### src/rtl/sad_pkg.sv
// Shared types and constants for the minimum-SAD collector.
package sad_pkg;

  typedef enum logic [1:0] {
    COLLECT = 2'd0,
    REDUCE  = 2'd1,
    DONE    = 2'd2
  } sad_state_e;

  localparam int SAD_W_DEF   = 32;
  localparam int COORD_W_DEF = 8;

  localparam logic [SAD_W_DEF-1:0] SAD_INIT = '1;

endpackage

### src/rtl/sad_cmp_sel.sv
// Strict-less compare of one buffered candidate against the running minimum,
// selecting the winning (sad, row, col, core) tuple. Ties keep the running value.
module sad_cmp_sel #(
  parameter int SAD_W   = 32,
  parameter int COORD_W = 8,
  parameter int IDX_W   = 3
) (
  input  logic [SAD_W-1:0]   cand_sad_i,
  input  logic [COORD_W-1:0] cand_row_i,
  input  logic [COORD_W-1:0] cand_col_i,
  input  logic [IDX_W-1:0]   cand_core_i,
  input  logic [SAD_W-1:0]   run_sad_i,
  input  logic [COORD_W-1:0] run_row_i,
  input  logic [COORD_W-1:0] run_col_i,
  input  logic [IDX_W-1:0]   run_core_i,
  output logic [SAD_W-1:0]   sel_sad_o,
  output logic [COORD_W-1:0] sel_row_o,
  output logic [COORD_W-1:0] sel_col_o,
  output logic [IDX_W-1:0]   sel_core_o
);

  logic take;

  assign take       = (cand_sad_i < run_sad_i);
  assign sel_sad_o  = take ? cand_sad_i  : run_sad_i;
  assign sel_row_o  = take ? cand_row_i  : run_row_i;
  assign sel_col_o  = take ? cand_col_i  : run_col_i;
  assign sel_core_o = take ? cand_core_i : run_core_i;

endmodule

### src/rtl/sad_min_collector.sv
// Buffers one SAD result per core, scans the slots one per cycle for the global
// minimum and registers the winner. SAD_MIN_ZERO_EXIT_EN ends the scan on a zero SAD.
module sad_min_collector
  import sad_pkg::*;
#(
  parameter int NUM_CORES     = 8,
  parameter int SAD_W         = SAD_W_DEF,
  parameter int COORD_W       = COORD_W_DEF,
  parameter int ROWS_PER_CORE = 8
) (
  input  logic                           Clk,
  input  logic                           Rst,
  input  logic                           frame_start,
  input  logic [NUM_CORES-1:0]           core_valid,
  input  logic [NUM_CORES*SAD_W-1:0]     core_sad,
  input  logic [NUM_CORES*COORD_W-1:0]   core_row,
  input  logic [NUM_CORES*COORD_W-1:0]   core_col,
  output logic [SAD_W-1:0]               best_sad,
  output logic [COORD_W-1:0]             best_row,
  output logic [COORD_W-1:0]             best_col,
  output logic [$clog2(NUM_CORES)-1:0]   best_core,
  output logic                           result_valid,
  output logic                           busy,
  output logic                           drop_err,
  output sad_state_e                     state_dbg
);

  localparam int IDX_W = $clog2(NUM_CORES);

  sad_state_e               state_q, state_d;
  logic [NUM_CORES-1:0]     pending_q, pending_d;
  logic [NUM_CORES-1:0]     buf_we;
  logic                     drop_err_q, drop_err_d;
  logic [IDX_W-1:0]         idx_q, idx_d;
  logic [SAD_W-1:0]         run_sad_q, run_sad_d, best_sad_q, best_sad_d;
  logic [COORD_W-1:0]       run_row_q, run_row_d, best_row_q, best_row_d;
  logic [COORD_W-1:0]       run_col_q, run_col_d, best_col_q, best_col_d;
  logic [IDX_W-1:0]         run_core_q, run_core_d, best_core_q, best_core_d;

  logic [SAD_W-1:0]         sad_buf_q [NUM_CORES];
  logic [COORD_W-1:0]       row_buf_q [NUM_CORES];
  logic [COORD_W-1:0]       col_buf_q [NUM_CORES];

  logic [COORD_W-1:0]       cand_row;
  logic [SAD_W-1:0]         sel_sad;
  logic [COORD_W-1:0]       sel_row, sel_col;
  logic [IDX_W-1:0]         sel_core;
  logic                     last_slot, zero_hit, accept;

  // Core-local row becomes a frame row; the sum wraps at COORD_W bits.
  assign cand_row  = row_buf_q[idx_q] + COORD_W'(int'(idx_q) * ROWS_PER_CORE);
  assign last_slot = (idx_q == IDX_W'(NUM_CORES - 1));

  sad_cmp_sel #(
    .SAD_W   (SAD_W),
    .COORD_W (COORD_W),
    .IDX_W   (IDX_W)
  ) u_cmp_sel (
    .cand_sad_i  (sad_buf_q[idx_q]),
    .cand_row_i  (cand_row),
    .cand_col_i  (col_buf_q[idx_q]),
    .cand_core_i (idx_q),
    .run_sad_i   (run_sad_q),
    .run_row_i   (run_row_q),
    .run_col_i   (run_col_q),
    .run_core_i  (run_core_q),
    .sel_sad_o   (sel_sad),
    .sel_row_o   (sel_row),
    .sel_col_o   (sel_col),
    .sel_core_o  (sel_core)
  );

`ifdef SAD_MIN_ZERO_EXIT_EN
  // A zero running minimum can only come from this cycle's slot: zero exits at once.
  assign zero_hit = (sel_sad == '0);
`else
  assign zero_hit = 1'b0;
`endif

  // frame_start forces collection behaviour this cycle, so its valids still latch.
  assign accept = frame_start || (state_q == COLLECT);

  always_comb begin
    state_d     = state_q;
    pending_d   = pending_q;
    drop_err_d  = drop_err_q;
    idx_d       = idx_q;
    run_sad_d   = run_sad_q;
    run_row_d   = run_row_q;
    run_col_d   = run_col_q;
    run_core_d  = run_core_q;
    best_sad_d  = best_sad_q;
    best_row_d  = best_row_q;
    best_col_d  = best_col_q;
    best_core_d = best_core_q;
    buf_we      = '0;
    if (accept) begin
      buf_we    = core_valid;
      pending_d = (frame_start ? '0 : pending_q) | core_valid;
      if (frame_start) drop_err_d = 1'b0;
      state_d = COLLECT;
      if (&pending_d) begin
        state_d    = REDUCE;
        idx_d      = '0;
        run_sad_d  = '1;
        run_core_d = '0;
      end
    end else begin
      if (|core_valid) drop_err_d = 1'b1;
      if (state_q == REDUCE) begin
        run_sad_d  = sel_sad;
        run_row_d  = sel_row;
        run_col_d  = sel_col;
        run_core_d = sel_core;
        idx_d      = idx_q + 1'b1;
        if (last_slot || zero_hit) begin
          state_d     = DONE;
          best_sad_d  = sel_sad;
          best_row_d  = sel_row;
          best_col_d  = sel_col;
          best_core_d = sel_core;
        end
      end else begin
        pending_d = '0;
        state_d   = COLLECT;
      end
    end
  end

  always_ff @(posedge Clk or negedge Rst) begin
    if (!Rst) begin
      state_q     <= COLLECT;
      pending_q   <= '0;
      drop_err_q  <= 1'b0;
      idx_q       <= '0;
      run_sad_q   <= '1;
      run_row_q   <= '0;
      run_col_q   <= '0;
      run_core_q  <= '0;
      best_sad_q  <= '1;
      best_row_q  <= '0;
      best_col_q  <= '0;
      best_core_q <= '0;
    end else begin
      state_q     <= state_d;
      pending_q   <= pending_d;
      drop_err_q  <= drop_err_d;
      idx_q       <= idx_d;
      run_sad_q   <= run_sad_d;
      run_row_q   <= run_row_d;
      run_col_q   <= run_col_d;
      run_core_q  <= run_core_d;
      best_sad_q  <= best_sad_d;
      best_row_q  <= best_row_d;
      best_col_q  <= best_col_d;
      best_core_q <= best_core_d;
    end
  end

  always_ff @(posedge Clk) begin
    for (int k = 0; k < NUM_CORES; k++) begin
      if (buf_we[k]) begin
        sad_buf_q[k] <= core_sad[k*SAD_W +: SAD_W];
        row_buf_q[k] <= core_row[k*COORD_W +: COORD_W];
        col_buf_q[k] <= core_col[k*COORD_W +: COORD_W];
      end
    end
  end

  assign best_sad     = best_sad_q;
  assign best_row     = best_row_q;
  assign best_col     = best_col_q;
  assign best_core    = best_core_q;
  assign result_valid = (state_q == DONE);
  assign busy         = (state_q != COLLECT);
  assign drop_err     = drop_err_q;
  assign state_dbg    = state_q;

endmodule

### config.mk
export PLATFORM = sky130hd
export DESIGN_NAME = sad_min_collector
export DESIGN_NICKNAME = d
export VERILOG_FILES = /design/src/rtl/sad_pkg.sv /design/src/rtl/sad_cmp_sel.sv /design/src/rtl/sad_min_collector.sv
export SDC_FILE = /design/constraint.sdc
export NUM_CORES = 1
export LEC_CHECK = 0
export CAP_MARGIN = 0
export CELL_PAD_IN_SITES_DETAIL_PLACEMENT = 0
export CELL_PAD_IN_SITES_GLOBAL_PLACEMENT = 2
export CORE_ASPECT_RATIO = 0.5
export CORE_UTILIZATION = 36
export CTS_CLUSTER_DIAMETER = 60
export DETAILED_ROUTE_END_ITERATION = 8
export PLACE_DENSITY = 0.84
export SKIP_CTS_REPAIR_TIMING = 1
export SYNTH_ARGS = -nofsm -noshare
export SYNTH_HDL_FRONTEND = slang
export SYNTH_SLANG_ARGS = --single-unit
### constraint.sdc
create_clock -name Clk -period 4.3 [get_ports Clk]
set_input_delay 1.075 -clock Clk [delete_from_list [all_inputs] [get_ports Clk]]
set_output_delay 1.075 -clock Clk [all_outputs]
set_load 0.005 [all_outputs]
# ---- Word-level counts from Yosys, hierarchy flattened
# Memory sizes are Yosys's and may differ from the RTL's.
# Index checks and enable logic that the tools add are counted.
dict set report totals {
  register_bits 116
  latchBits 0
  out_inout_bits 56
  mem_bits_rw 384
  mem_bits_ro 0
  in_bits 395
  n_memories 3
}
dict set report classes {
  shift 0
  n_mux 39
  bitwise_logic 2
  addsub 2
  n_mul 0
  div_mod_pow 0
  eq_ne 7
  order_cmp 1
  n_reduce_logical 11
}
# name words word_bits read_ports rd_ports_with_merged_regs write_ports line_no
set memory_table {}
lappend memory_table {sad_buf_q 8 32 1 0 8 sad_min_collector.sv:40} ;# logic [SAD_W-1:0] sad_buf_q [NUM_CORES];
lappend memory_table {col_buf_q 8 8 1 0 8 sad_min_collector.sv:42} ;# logic [COORD_W-1:0] col_buf_q [NUM_CORES];
lappend memory_table {row_buf_q 8 8 1 0 8 sad_min_collector.sv:41} ;# logic [COORD_W-1:0] row_buf_q [NUM_CORES];
# op count
set ops {}
lappend ops {{$mux 32} 4}
lappend ops {{$mux 8} 6}
lappend ops {{$lt 32x32->1} 1}
lappend ops {{$mux 1} 20}
lappend ops {{$mux 3} 6}
lappend ops {{$add 8x6->8} 1}
lappend ops {{$or 8x8->8} 1}
lappend ops {{$reduce_and 8->1} 1}
lappend ops {{$reduce_or 8->1} 1}
lappend ops {{$mux 2} 3}
lappend ops {{$reduce_and 2->1} 3}
lappend ops {{$reduce_bool 2->1} 3}
lappend ops {{$ne 2x2->1 const B} 2}
lappend ops {{$add 3x1->3 const B} 1}
lappend ops {{$eq 3x3->1 const B} 1}
lappend ops {{$ne 3x3->1 const B} 1}
lappend ops {{$reduce_and 3->1} 1}
lappend ops {{$eq 2x1->1 const B} 1}
lappend ops {{$eq 2x2->1 const B} 1}
lappend ops {{$logic_not 2->1} 1}
lappend ops {{$ne 2x1->1 const B} 1}
lappend ops {{$logic_or 1x1->1} 1}
lappend ops {{$not 1->1} 1}

# ---- Depth between registers and ports, before layout
# Gate-level depths: netlist (run 1).
dict set report depth {
  ltp_word 5
  depth_mapped 15
}

# ---- By module
# From an unflattened synthesis (run 1), not the netlist that was laid out.
dict set report unflattened {
  hier_cells 1128
  hier_area_um2 20922.6
}
# module instances area_each_um2 cells_per_inst
set by_module_without_submodules {}
lappend by_module_without_submodules {sad_min_collector 1 19318.5 962}
lappend by_module_without_submodules {sad_cmp_sel 1 1604.0 166}

# ---- Least setup slack after synthesis (run 1)
# OpenSTA, ideal clock, no wires.
dict set report synth_timing {
  path_type {reg2reg}
  startpoint {reg idx_q[0]}
  endpoint {reg run_col_q[4]}
  slack_ps 439
  t_arrival_ps 3734
  required_ps 4172
  path_stages_with_launch 14
  path_buffers 4
  setup_ps 128
  path_cell_list {dfrtp_1 -> buf_6 -> buf_1 -> mux4_2 -> mux2_2 -> ha_1 -> nand4_1 -> nor4_1 -> inv_1 -> o211a_1 -> clkbuf_1 -> nand3_4 -> buf_4 -> mux2_1}
}
dict set report synth_via {
  elab_chain_len 3
  elab_cells_between_ends 4
  classes_between {order compare (1); mux (1); memory (2)}
}
# element line_no
set synth_rtl {}
lappend synth_rtl {{start, declared} sad_min_collector.sv:34} ;# logic [IDX_W-1:0] idx_q, idx_d;
lappend synth_rtl {{start signal, assigned} sad_min_collector.sv:148} ;# idx_q <= idx_d;
lappend synth_rtl {{$mem_v2 8x32} -}
lappend synth_rtl {{$lt 32x32->1} sad_cmp_sel.sv:24} ;# assign take = (cand_sad_i < run_sad_i);
lappend synth_rtl {{$mux 8 *} sad_cmp_sel.sv:27} ;# assign sel_col_o = take ? cand_col_i : run_col_i;
lappend synth_rtl {{end signal, assigned} sad_min_collector.sv:151} ;# run_col_q <= run_col_d;
lappend synth_rtl {{end, declared} sad_min_collector.sv:37} ;# logic [COORD_W-1:0] run_col_q, run_col_d, best_col_q, best_col_d;
# Every way passes the cells marked *; elsewhere a longest branch is shown, timed or not.
# A chain may end at the register's enable or synchronous reset.

# ---- Worst setup path in the final report (run 1)
dict set report layout_timing {
  startpoint {reg idx_q[0]}
  endpoint {reg run_row_q[2]}
}
dict set report layout_via {
  elab_chain_len 3
  elab_cells_between_ends 5
  classes_between {add/sub (1); order compare (1); mux (1); memory (2)}
}
# element line_no
set layout_rtl {}
lappend layout_rtl {{$mem_v2 8x32 / $mem_v2 8x8 (equally long branches)} -}
lappend layout_rtl {{$lt 32x32->1 / $add 8x6->8 (equally long branches)} {sad_cmp_sel.sv:24, sad_min_collector.sv:51}}
lappend layout_rtl {{$mux 8 *} sad_cmp_sel.sv:26} ;# assign sel_row_o = take ? cand_row_i : run_row_i;
lappend layout_rtl {{end signal, assigned} sad_min_collector.sv:150} ;# run_row_q <= run_row_d;
lappend layout_rtl {{end, declared} sad_min_collector.sv:36} ;# logic [COORD_W-1:0] run_row_q, run_row_d, best_row_q, best_row_d;
# Marks and branches as above.

==> flow_summary.ini, run 1 <==
[die]
die_x_um = 341
design.die.area_um2 = 58300
core-area_um2 = 56100
core.rowCount = 61
floorplan.initialDensity_pct = 36.8
die_height_um = 171
top_level_ports = 451

[power]
p_per_area_nw_per_um2 = 532
peakVddDrop_v = 0.000465
power.static_leakage_uw = 0.00996

[detailed_routing]
routed_antenna_nets = 0
drt_first_pass_iters = 5
drcViolationCount = 0
via_per_inst = 5.05
detail_route.wl_per_cell_um = 24.9
initialDrtViolationCount = 903
detail_route.wirelength_um = 61300
vias_after_detailed_routing = 12400
met2_length_um = 31900
dr.max_layer_used = met4
met1_length_um = 25800
detail_route_met3_wl_um = 2390

[setup_path]
worst_path_largest_cell_delay_ps = 540
worst_ep_required_time_ps = 4760
timing.rr.start = idx_q[0]
ff_to_ff_end = run_row_q[2]
worstSetupStartpointType = register
critPathArrivalTime_ps = 4490
worstPathMaxFanout = 31
crit_cells = 11
path_cells = buf_12 > mux4_2 > mux2_2 > ha_1 > nand4_1 > nor4_2 > nand3_1 > a21o_2 > nand3_4 > buf_4 > mux2_1
critPathBufInv = 2
crit_slowest_cell = sky130_fd_sc_hd__mux4_2
critPathCaptureType = register
setup.reg_to_reg.worst_slack_ps = 270
worst_r2r_path_depth = 11
path_class = reg2reg
timing.critical_path.max_delay_family = multiplexers

[min_path]
hold_path.startpoint = best_sad[8]
hold_path_end = best_sad[8]
min_delay_path_depth = 2
hold_path_class = reg2reg

[layout]
fin_nets = 2092
final_design_area_no_fill_um2 = 27900
layout-drive-gt1-share_pct = 21.7
layout.filler_cells = 4677
layout.cells.non_filler = 2459
area_growth_syn_to_layout_pct = 35.2

[timing]
holdWs_ps = 477
final_period_minus_worst_setup_slack_ps = 4030
max_transition_margin_pct = 42.6
fin_tns_setup_ps = 0
report.final.hold_viol_count = 0
grt_setup_unrepaired = no
slew_of_the_pin_with_the_lowest_slew_margin_ps = 861
setup_viol_count_final = 0
clock-skew-final_ps = 17.3
final_min_period_over_clock_period_pct = 93.7
maxClockFrequency_ghz = 0.248
report.final.slew_viol_count = 0

[global_routing]
vias_in_the_first_global_route = 12800
gr-usage-all-layers_pct = 20.6
pin_count_of_the_biggest_net_entering_global_routing = 71
grt_pass1_wl_um = 87300
grt-ovfl-total = 0
antenna_violations_before_repair = 6

[cts]
cts_tree = built
cts_made_buffers = 47
cts.reportedPaths.clkPinSlew_ps = 60
htreeDepth = 2
clock_sinks = 500
buffer_type_at_the_clock_tree_root = sky130_fd_sc_hd__clkbuf_16
clkLatencyLatePin_ps = 580
cts_buffer_depth = 3

[yosys]
synthesis.yosys.warnings = 0
postSynth.topFlopCell = sky130_fd_sc_hd__edfxtp_1
synth-seq-cells = 500
asyncSetResetFlopFracSynth_pct = 23.2
synth.avg_cell_area_um2 = 17.4
post_synth_inst_count = 1185
synth_sequential_area_ratio_pct = 70.4
synthDominantAreaCellType = sky130_fd_sc_hd__edfxtp_1
ys_top_cells_by_area = sky130_fd_sc_hd__edfxtp_1 56%, sky130_fd_sc_hd__mux4_2 10%, sky130_fd_sc_hd__dfstp_2 8.2%
synth_largest_type_area_fraction_pct = 55.9
mappedNetlistArea_um2 = 20600
synth_edf_count = 384
syn_nets = 1617
synth.distinct_cells = 46

[placement]
place.port_buffers = 450
placement.cell_area_um2 = 26400
dp.cells = 2365
routabilityCongestion = 0.812
hpwlAfterDp_um = 43300

[status]
outcome = complete, no violations

[run]
max-cap-violations = 0
==> power by group <==
part	internal, uW	switching, uW
sequential	5920	249
clock	2270	1840
combinational	2210	2360
total	10400	4450
==> cells by family after synthesis <==
family | share of synthesized area (%)
AOI/OAI and AO/OA | 5.79
DFF | 70.4
and+or+nand+nor | 3.39
xor gates and xnor gates | 0.127
buffers and inverters | 2.19
muxes | 15.9
adders and majority gates | 2.28
==> synth_stat cells, drive strengths merged (4+ instances only) <==
master	count
a21o	10
a21oi	65
a31oi	7
and2	9
buf	21
clkbuf	49
dfrtp	52
dfstp	64
edfxtp	384
ha	36
inv	40
mux2	94
mux2i	5
mux4	96
nand2	55
nand3	4
nand4	7
nor2	19
o21ai	58
o22ai	4
o31ai	46
or2	33
==> per-layer routing <==
layer,up-vias,GRT usage (%)
met5,-,0
met4,0,5.28
met3,80,3.01
met2,283,36.2
met1,6454,27.0
li1,5590,-
==> sequential cells by signal, indices dropped and copies added (netlist names) <==
| register | cells |
|---|---|
| sad_buf_q | 256 |
| col_buf_q | 64 |
| row_buf_q | 64 |
| best_sad | 32 |
| run_sad_q | 32 |
| best_col | 8 |
| best_row | 8 |
| pending_q | 8 |
| run_col_q | 8 |
| run_row_q | 8 |
| best_core | 3 |
| idx_q | 3 |
| run_core_q | 3 |
| state_dbg | 2 |
| drop_err | 1 |
==> through the flow <==
stage / total power [uW] / utilization [%] / setup WS (ps)
after floorplan: 9120 / - / 439
after global routing: 15600 / 49.7 / 40.5
final: 14800 / 49.7 / 273
after detailed placement: 10900 / 47.0 / 132
after global placement: 10900 / 47.0 / 258
after CTS: 15000 / 49.6 / 113
==> tightest hold or removal path, cell delays in order (launching register included) <==
cell and delay, ps:
sky130_fd_sc_hd__dfstp_2 370, sky130_fd_sc_hd__nand2_1 40, sky130_fd_sc_hd__o21ai_0 60
==> layout by cell type, fill, tap and decap left out, types with 39 or more instances in the layout <==
| cell type | count |
|---|---|
| sky130_fd_sc_hd__mux4_2 | 96 |
| sky130_fd_sc_hd__mux2_1 | 49 |
| sky130_fd_sc_hd__clkdlybuf4s50_1 | 449 |
| sky130_fd_sc_hd__dfrtp_1 | 49 |
| sky130_fd_sc_hd__a21oi_1 | 64 |
| sky130_fd_sc_hd__o21ai_0 | 58 |
| sky130_fd_sc_hd__edfxtp_1 | 384 |
| sky130_fd_sc_hd__o31ai_1 | 46 |
| sky130_fd_sc_hd__dfstp_2 | 64 |
| sky130_fd_sc_hd__clkbuf_16 | 47 |
| sky130_fd_sc_hd__mux2_2 | 45 |
| sky130_fd_sc_hd__nand2_1 | 54 |
| sky130_fd_sc_hd__inv_1 | 39 |
==> layout make-up <==
cell class | count | area [um2] | share of cell area [%]
antenna | 5 | 12.5 | 0.0449
clock buffer | 56 | 1210 | 4.34
clock inverter | 31 | 278 | 0.996
inverter | 40 | 150 | 0.538
multi-input combinational | 575 | 5690 | 20.4
sequential | 500 | 14500 | 52.1
tap | 756 | 946 | 3.39
timing repair buffer | 496 | 5080 | 18.2
==> worst max path at each step <==
stage / startpoint / endpoint / slack, ps
CTS: idx_q[0] / best_col[3] / 110
floorplan: idx_q[0] / run_col_q[4] / 440
detailed placement: idx_q[0] / best_col[3] / 130
global placement: idx_q[0] / best_col[5] / 260
global route: idx_q[0] / best_col[1] / 40
finish: idx_q[0] / run_row_q[2] / 270
Power figures use the tool's default switching activity.
==> inputs of run 2 (changes only) <==
- CORE_MARGIN: default -> 5
==> run 2 against run 1 <==
Net effect:
- clock power grew 2%
- hold slack improved by 1.8 ps
- first-iteration DRC count down 9.4%
- register-to-register slack improved by 40 ps
- largest power group unchanged
- highest routed layer is now met5
==> flow_summary.ini, run 2 (same netlist as run 1, synthesis figures left out) <==
[setup_path]
worstSetupStartpointType = register
timing.critical_path.max_delay_family = multiplexers
worst_r2r_path_depth = 12
critPathBufInv = 3
timing.rr.start = idx_q[0]
setup.reg_to_reg.worst_slack_ps = 310
worst_ep_required_time_ps = 4770
worstPathMaxFanout = 14
path_class = reg2reg
critPathCaptureType = register
ff_to_ff_end = best_col[0]
crit_top_cell = sky130_fd_sc_hd__buf_4
critPathArrivalTime_ps = 4460
worst_path_largest_cell_delay_ps = 520
crit_slowest_cell = sky130_fd_sc_hd__mux4_2
path_cells = buf_12 > buf_4 > mux4_2 > mux2_2 > ha_1 > nand4_1 > nor4_1 > nand3_1 > a21oi_4 > buf_4 > o31ai_1 > o21ai_0

[cts]
cts_buffer_depth = 3
clkLatencyLatePin_ps = 550
cts.reportedPaths.clkPinSlew_ps = 60
cts_made_buffers = 47
clock_sinks = 500
buffer_type_at_the_clock_tree_root = sky130_fd_sc_hd__clkbuf_16
cts_tree = built
htreeDepth = 2

[timing]
maxClockFrequency_ghz = 0.251
setup_viol_count_final = 0
postLayoutSetupSlackWorst_ps = 309
holdWs_ps = 479
grt_setup_unrepaired = no
fin_tns_setup_ps = 0
report.final.hold_viol_count = 0
max_transition_margin_pct = 37.5
report.final.slew_viol_count = 0
slew_of_the_pin_with_the_lowest_slew_margin_ps = 938
final_period_minus_worst_setup_slack_ps = 3990
clock-skew-final_ps = 13.4
final_min_period_over_clock_period_pct = 92.8

[die]
top_level_ports = 451
die_height_um = 179
core.rowCount = 62
floorplan.initialDensity_pct = 36.2
core-area_um2 = 57000
die_x_um = 349
design.die.area_um2 = 62500

[status]
outcome = complete, no violations

[placement]
placement.cell_area_um2 = 26400
routabilityCongestion = 0.784
place.port_buffers = 450
pre_cts_slack_ps = 248
hpwlAfterDp_um = 45000

[detailed_routing]
vias_after_detailed_routing = 12400
routed_antenna_nets = 0
initialDrtViolationCount = 818
drcViolationCount = 0
detail_route.wirelength_um = 63300
via_per_inst = 5.02
detail_route.wl_per_cell_um = 25.5
drt_first_pass_iters = 5

[min_path]
hold_path_class = reg2reg
hold_path_end = best_sad[6]
min_delay_path_depth = 2
hold_path.startpoint = best_sad[6]

[global_routing]
grt_pass1_wl_um = 90300
pin_count_of_the_biggest_net_entering_global_routing = 91
vias_in_the_first_global_route = 13500
antenna_violations_before_repair = 11
grt-ovfl-total = 0
gr-usage-all-layers_pct = 19.6

[power]
p_per_area_nw_per_um2 = 536
peakVddDrop_v = 0.000412
power.static_leakage_uw = 0.00998

[layout]
max_flop_register = sad_buf_q
fin_nets = 2093
largest_register_ff_count = 256
layout-drive-gt1-share_pct = 22.0
reg_top3 = sad_buf_q x256, col_buf_q x64, row_buf_q x64
mostFrequentLayoutCells = 449 x sky130_fd_sc_hd__clkdlybuf4s50_1, 384 x sky130_fd_sc_hd__edfxtp_1, 96 x sky130_fd_sc_hd__mux4_2
area_growth_syn_to_layout_pct = 35.4
final_design_area_no_fill_um2 = 27900
layout.cells.most_common = sky130_fd_sc_hd__clkdlybuf4s50_1

[run]
max-cap-violations = 0
run 2: cell count changes in the layout (fill, tap and decap cells not counted), sizes merged:
cell      before  now
bufinv         4    3
clkinvlp       3    2
diode          5   13
clkinv        21   14
inv           43   41
buf           47   48
clkbuf        56   65
run 2: worst max path at each step:
stage / end / startpoint / slack, ps / depth (start not counted)
finish: best_col[0] / idx_q[0] / 310 / 12
global route: best_sad[10] / idx_q[0] / 40 / 11
CTS: best_col[0] / idx_q[0] / 180 / 11
detailed placement: best_sad[26] / idx_q[0] / 250 / 11
global placement: best_col[4] / idx_q[0] / 290 / 11
floorplan: run_col_q[4] / idx_q[0] / 440 / 13
run 2: per-stage QoR:
stage          std cells  total power (uW)  util (%)
2_1_floorplan       1185              9120         -
3_3_place_gp        2380             10900      46.2
3_5_place_dp        2380             10900      46.2
4_1_cts             2465             15100      48.9
5_1_grt             2472             15800      48.9
6_report            2478             15000      49.0
run 2: layout make-up:
class	count	area, um2
Clock inverter	20	178
Tap cell	768	961
Antenna cell	13	32.5
Timing Repair Buffer	497	5040
Sequential cell	500	14500
Inverter	40	150
Fill cell	4823	29100
Clock buffer	65	1360
Multi-Input combinational cell	575	5690
run 2: report_power, final:
part / total (uW) / internal (uW) / switching [uW]
combinational: 4620 / 2250 / 2370
clock: 4180 / 2380 / 1790
sequential: 6180 / 5920 / 260
run 2: per-layer routing:
layer	GRT usage [%]	routed length (um)	up-vias
li1	-	-	5596
met1	24.8	25600	6480
met2	35.0	33600	274
met3	3.35	2480	89
met4	5.96	1490	4
met5	0	27	-
run 2: tightest hold or removal path, stage by stage (launching register included):
cell	delay [ps]
sky130_fd_sc_hd__dfstp_2	370
sky130_fd_sc_hd__nand2_1	40
sky130_fd_sc_hd__o21ai_0	70
